## src/rtl/sig_logger_pkg.sv

```systemverilog
// Shared types and parameter defaults for the signal change logger.
package sig_logger_pkg;

  localparam int NCH_DEF   = 3;
  localparam int TS_W_DEF  = 16;
  localparam int DEPTH_DEF = 8;

  typedef enum logic [1:0] {
    ST_IDLE  = 2'd0,
    ST_PRIME = 2'd1,
    ST_RUN   = 2'd2
  } state_t;

  // Event record at the default widths. The top re-declares the same
  // field order at its own widths when the parameters are overridden.
  typedef struct packed {
    logic [TS_W_DEF-1:0] ts;
    logic [NCH_DEF-1:0]  val;
    logic [NCH_DEF-1:0]  chg;
    logic                drop;
  } sig_event_t;

endpackage

```

## src/rtl/sig_logger_fifo.sv

```systemverilog
// Synchronous DEPTH-entry event FIFO. A push into a full FIFO is accepted
// only when a pop happens on the same edge; a pop of an empty FIFO is ignored.
module sig_logger_fifo
  import sig_logger_pkg::*;
#(
  parameter type T     = sig_event_t,
  parameter int  DEPTH = DEPTH_DEF
) (
  input  logic clk,
  input  logic rst_n,
  input  logic push,
  input  T     din,
  input  logic pop,
  output T     dout,
  output logic full,
  output logic empty
);

  localparam int AW = $clog2(DEPTH);

  T               mem [DEPTH];
  logic [AW:0]    wr_ptr;
  logic [AW:0]    rd_ptr;
  logic           do_push;
  logic           do_pop;

  // Pointers carry one extra wrap bit so full and empty are distinguishable.
  assign empty   = (wr_ptr == rd_ptr);
  assign full    = (wr_ptr[AW] != rd_ptr[AW]) && (wr_ptr[AW-1:0] == rd_ptr[AW-1:0]);
  assign do_pop  = pop && !empty;
  assign do_push = push && (!full || do_pop);
  assign dout    = mem[rd_ptr[AW-1:0]];

  // Advance read and write pointers.
  // NOTE: sequential state uses non-blocking assignments so every register
  // samples pre-edge values regardless of block evaluation order.
  always_ff @(posedge clk or negedge rst_n) begin
    if (!rst_n) begin
      wr_ptr <= '0;
      rd_ptr <= '0;
    end else begin
      if (do_push) wr_ptr <= wr_ptr + 1'b1;
      if (do_pop)  rd_ptr <= rd_ptr + 1'b1;
    end
  end

  // Write the storage array.
  // NOTE: the array has no reset; entries are only observable once written,
  // and the consumer masks the head while the FIFO is empty.
  always_ff @(posedge clk) begin
    if (do_push) mem[wr_ptr[AW-1:0]] <= din;
  end

endmodule

```

## src/rtl/sig_change_logger.sv

```systemverilog
// Logs changes on NCH synchronous signals as timestamped events into a FIFO,
// with drop accounting when the consumer falls behind.
module sig_change_logger
  import sig_logger_pkg::*;
#(
  parameter int NCH   = NCH_DEF,
  parameter int TS_W  = TS_W_DEF,
  parameter int DEPTH = DEPTH_DEF
) (
  input  logic            clk,
  input  logic            rst_n,
  input  logic            en,
  input  logic [NCH-1:0]  sig_in,
  output logic            ev_valid,
  input  logic            ev_ready,
  output logic [TS_W-1:0] ev_ts,
  output logic [NCH-1:0]  ev_val,
  output logic [NCH-1:0]  ev_chg,
  output logic            ev_drop,
  output logic            overflow,
  output logic [7:0]      drop_cnt
);

  typedef struct packed {
    logic [TS_W-1:0] ts;
    logic [NCH-1:0]  val;
    logic [NCH-1:0]  chg;
    logic            drop;
  } ev_t;

  state_t          state;
  state_t          state_nxt;
  logic [TS_W-1:0] ts;
  logic [NCH-1:0]  prev;
  logic [NCH-1:0]  chg;
  logic            pending_drop;
  logic            push_req;
  ev_t             push_ev;
  ev_t             head;
  logic            fifo_full;
  logic            fifo_empty;
  logic            pop;
  logic            accept;
  logic            drop;

  // Next-state logic for the IDLE/PRIME/RUN controller.
  // NOTE: every combinational output gets a default first so no path
  // leaves it unassigned and infers a latch.
  always_comb begin
    state_nxt = state;
    case (state)
      ST_IDLE:  if (en) state_nxt = ST_PRIME;
      ST_PRIME: state_nxt = en ? ST_RUN : ST_IDLE;
      ST_RUN:   if (!en) state_nxt = ST_IDLE;
      default:  state_nxt = ST_IDLE;
    endcase
  end

  // Build the candidate event: a full snapshot in PRIME, changes in RUN.
  always_comb begin
    chg          = sig_in ^ prev;
    push_req     = 1'b0;
    push_ev      = '0;
    push_ev.ts   = ts;
    push_ev.val  = sig_in;
    push_ev.drop = pending_drop;
    case (state)
      ST_PRIME: begin
        push_req    = en;
        push_ev.chg = '1;
      end
      ST_RUN: begin
        push_req    = en && (chg != '0);
        push_ev.chg = chg;
      end
      default: ;
    endcase
  end

  // A full FIFO still accepts a push when the head leaves on the same edge.
  assign pop    = !fifo_empty && ev_ready;
  assign accept = push_req && (!fifo_full || pop);
  assign drop   = push_req && fifo_full && !pop;

  // Controller state register.
  always_ff @(posedge clk or negedge rst_n) begin
    if (!rst_n) state <= ST_IDLE;
    else        state <= state_nxt;
  end

  // Timestamp restarts on entry to PRIME and free-runs while logging.
  always_ff @(posedge clk or negedge rst_n) begin
    if (!rst_n) begin
      ts <= '0;
    end else if (state == ST_IDLE) begin
      if (state_nxt == ST_PRIME) ts <= '0;
    end else begin
      ts <= ts + TS_W'(1);
    end
  end

  // Previous-sample register for change detection; frozen in IDLE.
  always_ff @(posedge clk or negedge rst_n) begin
    if (!rst_n)                  prev <= '0;
    else if (state != ST_IDLE)   prev <= sig_in;
  end

  // Drop bookkeeping: pending flag for the next accepted event, sticky
  // overflow and a saturating count.
  always_ff @(posedge clk or negedge rst_n) begin
    if (!rst_n) begin
      pending_drop <= 1'b0;
      overflow     <= 1'b0;
      drop_cnt     <= '0;
    end else if (drop) begin
      pending_drop <= 1'b1;
      overflow     <= 1'b1;
      if (drop_cnt != 8'hFF) drop_cnt <= drop_cnt + 8'd1;
    end else if (accept) begin
      pending_drop <= 1'b0;
    end
  end

  sig_logger_fifo #(
    .T     (ev_t),
    .DEPTH (DEPTH)
  ) u_fifo (
    .clk   (clk),
    .rst_n (rst_n),
    .push  (accept),
    .din   (push_ev),
    .pop   (pop),
    .dout  (head),
    .full  (fifo_full),
    .empty (fifo_empty)
  );

  // Head fields read as zero while nothing is queued.
  assign ev_valid = !fifo_empty;
  assign ev_ts    = fifo_empty ? '0 : head.ts;
  assign ev_val   = fifo_empty ? '0 : head.val;
  assign ev_chg   = fifo_empty ? '0 : head.chg;
  assign ev_drop  = fifo_empty ? 1'b0 : head.drop;

endmodule

```

## config.mk

```make
export PLATFORM = sky130hd
export DESIGN_NAME = sig_change_logger
export DESIGN_NICKNAME = d
export VERILOG_FILES = /design/src/rtl/sig_logger_pkg.sv /design/src/rtl/sig_logger_fifo.sv /design/src/rtl/sig_change_logger.sv
export SDC_FILE = /design/constraint.sdc
export NUM_CORES = 1
export LEC_CHECK = 0
export ABC_AREA = 1
export BUFFER_PORTS_ARGS = -buffer_cell sky130_fd_sc_hd__buf_2
export CORE_ASPECT_RATIO = 1.2
export CORE_MARGIN = 5
export CORE_UTILIZATION = 61
export DETAILED_ROUTE_END_ITERATION = 7
export HOLD_SLACK_MARGIN = 0.12
export MAX_ROUTING_LAYER = met4
export PLACE_DENSITY = 0.87
export SKIP_CTS_REPAIR_TIMING = 1
export SLEW_MARGIN = 20
export SYNTH_ARGS = -nofsm -noshare
export SYNTH_HDL_FRONTEND = slang
export SYNTH_HIERARCHICAL = 1
export SYNTH_SLANG_ARGS = --single-unit
```

## constraint.sdc

```tcl
create_clock -name clk -period 5.2 [get_ports clk]
set_input_delay 0.52 -clock clk [delete_from_list [all_inputs] [get_ports clk]]
set_output_delay 0.52 -clock clk [all_outputs]
set_load 0.005 [all_outputs]
```

Word-level counts from Yosys, hierarchy flattened --
Memory sizes are Yosys's and may differ from the RTL's. Cells that the tools add are included.
Word-level totals: memories 1, bits in latches 0, output and inout bits 33, logic and storage cells 56, input bits 7, bits in registers 39, RAM bits 184, memory bits (read-only) 0
Memory list:
- u_fifo.mem | depth 8, width 23, read ports 1, clocked after memory_dff 0, wr ports 1, RTL line sig_logger_fifo.sv:21 | T mem [DEPTH];
Operators by class: magnitude comparators 0, bitwise logic cells 1, $add $sub $neg 4, reduce and logical (&&, ||, !) cells 18, equality and inequality tests 8, div/mod/pow operators 0, mux-type cells 16, shift operators 0, $mul 0
Operators by type and width (count):
- 2-to-1 mux 16 bit | 3
- adder 16 x 1 -> 16 bit, second input constant | 1
- adder 4 x 1 -> 4 bit, second input constant | 2
- adder 8 x 1 -> 8 bit, second input constant | 1
- logical AND 1 bit | 8
- != test 8 bit, second input constant | 1
- 2-to-1 mux 2 bit | 3
- 2-to-1 mux 3 bit | 2
- case mux 2 bit (3 select lines) | 1
- case mux 3 bit (2 select lines) | 1
- 2-to-1 mux 1 bit | 5
- equality test 2 x 1 -> 1 bit, second input constant | 2
- equality test 4 bit | 1
- nonzero test 2 bit | 2
- equality test 3 bit | 1
- zero test 1 bit | 3
- nonzero test 3 bit | 1
- XOR 3 bit | 1
- equality test 2 bit, second input constant | 1
- zero test 2 bit | 1
- logical OR 1 bit | 2
- != test 2 x 1 -> 1 bit, second input constant | 1
- case mux 1 bit (2 select lines) | 1
- AND reduction 2 bit | 1
- != test 1 bit | 1

Logic depth before layout (Yosys ltp) --
Gate-level depths: netlist of the first run.
depth in word-level cells 8, gate-level depth with buffers 16, gate-level depth less buffers 14

Modules after synthesis --
Netlist of the first run, hierarchy kept.
By module, submodules not included:
- sig_logger_fifo | cells an instance 600, instances 1, area each 7642.3 um^2
- sig_change_logger | cells an instance 301, instances 1, area each 2157.1 um^2

Least setup slack after synthesis of the first run --
No wires, ideal clock.
kind flip-flop to flip-flop, from register u_fifo.rd_ptr[0], to memory u_fifo/mem[2][0] (netlist bit), enable pin, path slack 1576 ps, stages on the path, launching flop included 14, data arrival time 3221 ps, path through dfrtp_1 > buf_2 > nand2_1 > nand2_2 > nor2_4 > nand3_2 > inv_1 > buf_2 > nor2_1 > nor2_1 > buf_2 > nor2_1 > nand3_2 > nor2_1
Between the ends: longest elaborated chain between the ends 8, elaborated cells between the ends (all ways) 13
Ends and longest elaborated chain:
- start, declared | RTL line sig_logger_fifo.sv:23 | logic [AW:0] rd_ptr;
- start signal, assigned | RTL line sig_logger_fifo.sv:43 | if (do_pop) rd_ptr <= rd_ptr + 1'b1;
- equality test 4 bit | RTL line sig_logger_fifo.sv:28 | assign empty = (wr_ptr == rd_ptr);
- net fifo_empty | RTL line sig_change_logger.sv:41 | logic fifo_empty;
- zero test 1 bit | RTL line sig_change_logger.sv:81 | assign pop = !fifo_empty && ev_ready;
- logical AND 1 bit | RTL line sig_change_logger.sv:81
- net pop | RTL line sig_change_logger.sv:42 | logic pop;
- logical OR 1 bit | RTL line sig_change_logger.sv:82 | assign accept = push_req && (!fifo_full || pop);
- logical AND 1 bit | RTL line sig_change_logger.sv:82
- net accept | RTL line sig_change_logger.sv:43 | logic accept;
- logical AND 1 bit | RTL line sig_logger_fifo.sv:31 | assign do_push = push && (!full || do_pop);
- 2-to-1 mux 1 bit | RTL line sig_logger_fifo.sv:51 | if (do_push) mem[wr_ptr[AW-1:0]] <= din;
- 2-to-1 mux 1 bit (implied by the code) | RTL line sig_logger_fifo.sv:51
- end, declared | RTL line sig_logger_fifo.sv:21
The timed path passes the listed nets, and every way through them passes these cells.

Worst setup path in the final report of the first run --
from register u_fifo.rd_ptr[0], to memory u_fifo/mem[6][6] (netlist bit), enable pin
Same word-level chain as after synthesis.

==> results of run 1 <==
[worst max-delay path by stage]
| stage | end | slack (ps) | startpoint |
|---|---|---|---|
| after floorplan | u_fifo/mem[2][0] | 1580 | u_fifo/rd_ptr[0] |
| after global placement | u_fifo/mem[7][7] | 1550 | u_fifo/rd_ptr[0] |
| after detailed placement | u_fifo/mem[7][7] | 1430 | u_fifo/rd_ptr[0] |
| after CTS | u_fifo/mem[7][4] | 1410 | u_fifo/rd_ptr[0] |
| after global routing | u_fifo/mem[6][6] | 1180 | u_fifo/rd_ptr[0] |
| final | u_fifo/mem[6][6] | 1410 | u_fifo/rd_ptr[0] |
[power by group]
group,switching [W],leakage [nW],internal [W]
registers,0.000147,2.20,0.00213
clock network,0.000633,0.313,0.000844
logic,0.00145,1.72,0.000686
[Yosys cell counts, types with 2 or more instances]
master and number:
inv_1 72, nor2_4 3, xor2_1 9, dfrtp_1 39
buf_4 3, o22ai_1 46, o21ai_2 8, o21ai_1 24
nand4_4 2, nand3_1 34, nand3_2 2, nand2_2 4
nand2_1 159, nand2_4 3, o22ai_2 2, ha_1 8
xnor2_1 2, buf_1 2, edfxtp_1 184, a21oi_1 7
inv_2 2, nor2_1 145, clkbuf_1 18, nand4_1 15
o21ai_0 78, buf_2 19
[metrics by stage]
stage,hold WS (ps),total power (W),instance area [sq um],setup WS [ps],cells
global route,241.9,0.006253,10850,1179,1156
finish,163.6,0.005894,10850,1410,1156
detailed placement,445.5,0.004414,10180,1431,1120
CTS,184.0,0.005916,10850,1414,1156
floorplan,224.4,0.003774,9799,1576,901
global placement,444.5,0.004344,10180,1548,1120
[metal layers]
| layer | up-vias | share of wire, % |
|---|---|---|
| met5 | - | 0 |
| met4 | 0 | 2.5 |
| met3 | 39 | 6.9 |
| met2 | 288 | 53 |
| met1 | 3138 | 38 |
| li1 | 3171 | - |
[flip-flops by register name (all words and copies together), names as in the netlist]
signal / flops
pending_drop: 1
u_fifo/rd_ptr: 4
prev: 3
overflow: 1
u_fifo/mem: 184
drop_cnt: 8
ts: 16
state: 2
u_fifo/wr_ptr: 4
[final cells by class]
class                           instances  area [sq um]
Inverter                               74         277.8
Clock buffer                           23         533.0
Fill cell                            1065          4855
Multi-Input combinational cell        561          2834
Timing Repair Buffer                   54         307.8
Sequential cell                       223          6502
Tap cell                              208         260.3
Clock inverter                         13         132.6
[cells by family after synthesis]
logic type | share of synthesized area (%)
adder cells (fa/ha/maj) | 1.021
flip-flops | 66.34
XOR/XNOR | 1.149
AND/OR/NAND/NOR | 16.52
buffers and inverters | 4.916
AO/OA/AOI/OAI | 10.05
==> impl_metrics.toml, run 1 <==
[clock_tree]
clk_pin_slew_ps = 60
cts_root_buf = "clkbuf_16"
htree_levels = 1
clockBufferDepth = 3
insertion_delay_ps = 500
cts_inserted_buffers = 21
clock_sinks = 223
cts_tree = "built"

[synthesis]
ys_async_sr_fraction_pct = 17.49
synth_cells = 901
synth_largest_area_cell = "edfxtp_1"
ys.warnings.count = 6
ys.flop_type = "edfxtp_1"
ys_top_cells_by_area = "edfxtp_1 (56%), dfrtp_1 (10%), nand2_1 (6.1%)"
synth_cell_type_count = 37
ys_seq_area_share_pct = 66.34
synth-edff-count = 184
synth_nets = 916
synth_top_area_share_pct = 56.38
avgSynthCellArea_sq_um = 10.88
synth_area_sq_mm = 0.009799
synth_seq_cells = 223

[final_layout]
area_growth_pct = 10.70
drive_gt1_share_pct = 13.50
n_antenna_cell = 0
layout_common_cells = "edfxtp_1 (184), nand2_1 (159), nor2_1 (138), o21ai_0 (78), inv_1 (71)"
nNetsFinal = 950
fin_util_pct = 69.08
layout_commonest_cell = "edfxtp_1"

[critical_path]
critical_path_required_ps = 5390
crit_family = "simple AND/OR/NAND/NOR gates"
cp.depth = 13
crit_fanout = 47
max_stage_delay_ps = 660
worstPathArrival_ps = 3980
r2r-end = "u_fifo/mem[6][6]"
crit_type = "flop to flop"
crit_chain = "buf_4 > nand2_1 > nand2_2 > nor2_4 > nand3_2 > inv_1 > nor2_1 > nor2_1 > buf_4 > nor2_1 > nand3_2 > nor2_2 > buf_4"
critPathCaptureType = "flop"
startpoint_type = "flop"
rrSetupSlack_ps = 1410
timing.rr.start = "u_fifo/rd_ptr[0]"
r2r_cells = 13
critical_path_buf_inv_count = 4
cp_slowest_cell = "nor2_2"

[power_and_ir_drop]
irDropWorstVdd_uv = 249.5
power_density_mw_per_mm2 = 543.3
p_leak_nw = 4.228

[min_path]
hp-class = "primary input to async pin"

[sta]
relSlewSlack_pct = 31.01
slew_violations = 0
finalCritPeriodShare_pct = 72.88
tightest_slew_ps = 1029
max_clock_freq_mhz = 263.9
finalSetupViolCount = 0
clock-skew-final_ps = 11.02
timing.setup.tns_ps = 0
hold_violations = 0
rsz0062_at_grt = "no"
period_minus_slack_ps = 3790

[global_routing]
grt_start_max_net_pins = 94
grt_util_met3_pct = 3.009
use_met1_pct = 28.88
grt_use_total_pct = 23.94
grt_pass1_vias = 6797
grt_antenna_before_repair = 0
grt_pass1_wl_mm = 34.38
overflow = 0
top_usage_layer = "met2"
grt_use_met2_pct = 41.49

[floorplan]
coreArea_sq_mm = 0.01570
chipHeight_microns = 148.8
floorplan.initialDensity_pct = 62.41
dieArea_sq_mm = 0.01871
dieWidth_microns = 125.7
row_count = 50
ioPinCount = 40

[detailed_routing]
drt-total-wl_mm = 21.25
drtAntennaViolNets = 0
drc_errors = 0
via_per_inst = 5.740
dr_total_vias = 6636
dr.pass1.iters = 5
drt_iter0_drc = 812
wl_per_cell_microns = 18.38

[run_status]
status = "complete, no violations"

[run]
drv_cap = 0

[placement]
port-buffer-count = 39
gp_congestion = 0.8334
dp_hpwl_mm = 12.39
(Power assumes the default switching activity.)
==> inputs of run 2 (changes only) <==
clock period = 3.93 ns   (was 5.2 ns; I/O delays follow)
==> run 2 against run 1 <==
Die area did not move. Critical endpoint is now u_fifo/mem[7][4]. Final cell count rose by 0.87%. Largest power group unchanged. Clock skew increased by 1.3 ps. Fmax grew 16%. Sequential share of layout area decreased by 0.19 points. Sequential power grew 32%. Cell area is 0.32% higher. Global-route usage up 1.6 points.
==> impl_metrics.toml, run 2 (synthesis results as in run 1) <==
[run_status]
status = "complete, no violations"

[power_and_ir_drop]
intPower_w = 0.004820
p_clk_share_pct = 24.4
sequentialPowerShare_pct = 38.4
switchingPower_w = 0.003021
power_density_mw_per_mm2 = 720.5
p_comb_share_pct = 37.2
p_leak_nw = 4.272
sw_frac_of_total_pct = 38.53
irDropWorstVdd_uv = 417.6

[sta]
rsz0062_at_grt = "no"
tightest_slew_ps = 1049
max_clock_freq_mhz = 305.1
clock-skew-final_ps = 12.30
timing.setup.tns_ps = 0
finalCritPeriodShare_pct = 83.40
period_minus_slack_ps = 3278
hold_violations = 0
finalSetupViolCount = 0
setup_ws_ps = 652.4
relSlewSlack_pct = 30.06
slew_violations = 0

[critical_path]
timing.rr.start = "u_fifo/rd_ptr[1]"
crit_fanout = 23
critical_path_required_ps = 4080
r2r-end = "u_fifo/mem[7][4]"
crit_type = "flop to flop"
critPathCaptureType = "flop"
r2r_cells = 16
startpoint_type = "flop"
rrSetupSlack_ps = 650
worstPathArrival_ps = 3420

[detailed_routing]
drt-total-wl_mm = 22.79
dr_total_vias = 7052
drtAntennaViolNets = 0
drt_iter0_drc = 858
dr.pass1.iters = 7
via_per_inst = 6.048
drc_errors = 0
wl_per_cell_microns = 19.55

[final_layout]
layout_commonest_cell = "edfxtp_1"
nNetsFinal = 957
largest_reg_flops = 184
fillers = 1049
regArea_sq_mm = 0.006502
area_growth_pct = 11.06
layout_common_cells = "edfxtp_1 (184), nand2_1 (159), nor2_1 (138), o21ai_0 (78), inv_1 (72)"
drive_gt1_share_pct = 13.79
multiInputGateArea_sq_mm = 0.002834

[global_routing]
grt_antenna_before_repair = 1
grt_pass1_vias = 7225
top_usage_layer = "met2"
grt_use_met2_pct = 42.64
grt_pass1_wl_mm = 36.95
grt_start_max_net_pins = 94
overflow = 0
grt_use_total_pct = 25.54
grt_util_met3_pct = 3.188
use_met1_pct = 30.74

[floorplan]
dieArea_sq_mm = 0.01871
chipHeight_microns = 148.8
coreArea_sq_mm = 0.01570
floorplan.initialDensity_pct = 62.41
dieWidth_microns = 125.7
ioPinCount = 40
row_count = 50

[clock_tree]
clock_sinks = 223
htree_levels = 1
insertion_delay_ps = 500
cts_root_buf = "clkbuf_16"
clk_pin_slew_ps = 70
cts_tree = "built"
clockBufferDepth = 3
cts_inserted_buffers = 21

[min_path]
hold_path_end = "u_fifo/mem[3][4]"
hp-class = "primary input to flop"
hold_path_depth = 1
hp-start = "sig_in[0]"

[run]
drv_cap = 0

[placement]
dp_hpwl_mm = 13.09
port-buffer-count = 39
gp_congestion = 0.8453
pre_cts_slack_ps = 739.9
-- run 2: cell types whose count changed in the layout (fill, tap and decap cells not counted), sizes merged --
| cell | before | now |
|---|---|---|
| diode | 0 | 1 |
| inv | 73 | 76 |
| clkbuf | 23 | 29 |
| bufinv | 2 | 1 |
| dlygate4sd3 | 0 | 1 |
| clkinvlp | 4 | 1 |
| buf | 54 | 60 |
| clkinv | 8 | 5 |
-- run 2: layout make-up --
cell class / instances / area share, %
inverters: 74 / 2.552
multi-input cells: 561 / 26.04
clock buffers: 29 / 5.197
diodes: 1 / 0.02299
repair buffers: 61 / 3.334
flip-flops and latches: 223 / 59.75
clock inverters: 9 / 0.7128
well taps: 208 / 2.391
-- run 2: worst max-delay path by stage --
stage | startpoint | to | slack [ps] | depth (start not counted)
after floorplan | u_fifo/rd_ptr[0] | u_fifo/mem[2][0] | 310 | 13
after global placement | u_fifo/rd_ptr[1] | u_fifo/mem[7][7] | 860 | 16
after detailed placement | u_fifo/rd_ptr[3] | u_fifo/mem[7][7] | 740 | 13
after CTS | u_fifo/rd_ptr[1] | u_fifo/mem[7][4] | 680 | 16
after global routing | u_fifo/rd_ptr[1] | u_fifo/mem[7][2] | 340 | 16
final | u_fifo/rd_ptr[1] | u_fifo/mem[7][4] | 650 | 16
-- run 2: stage by stage --
step | instances | area (sq um) | utilization [%] | total power (W) | hold slack, ps
3_3_place_gp | 1126 | 10230 | 65.13 | 0.005747 | 442.1
5_1_grt | 1166 | 10880 | 69.31 | 0.008278 | 234.4
6_report | 1166 | 10880 | 69.31 | 0.007841 | 208.9
2_1_floorplan | 901 | 9799 | - | 0.004994 | 97.41
3_5_place_dp | 1126 | 10230 | 65.13 | 0.005874 | 492.0
4_1_cts | 1164 | 10870 | 69.23 | 0.007823 | 54.22
-- run 2: layer usage --
metal / wire length (microns) / part of all wire [%]
met5: 0 / 0
met3: 1916 / 8.4
met1: 8418 / 37
met4: 1232 / 5.4
met2: 11230 / 49
-- run 2: power by group through the flow --
stage	registers, W	clock network [W]	logic, W
floorplan	0.00299	0	0.00201
global placement	0.00303	0	0.00271
detailed placement	0.00305	0	0.00282
CTS	0.00301	0.00193	0.00289
global route	0.00304	0.00202	0.00322
finish	0.00301	0.00191	0.00292
-- run 2: critical path, cell delays in order, from the launching register on --
cell     delay (ps)
dfrtp_1         380
buf_4           200
inv_1            90
nand2_1          60
nand2_2          90
nor2_4           50
nand3_2         110
inv_1            70
nor2_1          370
nor2_1           80
buf_4           200
nor2_1          420
nand2_1         100
nor2_1          160
nand2_1         110
inv_1            70
buf_4           370
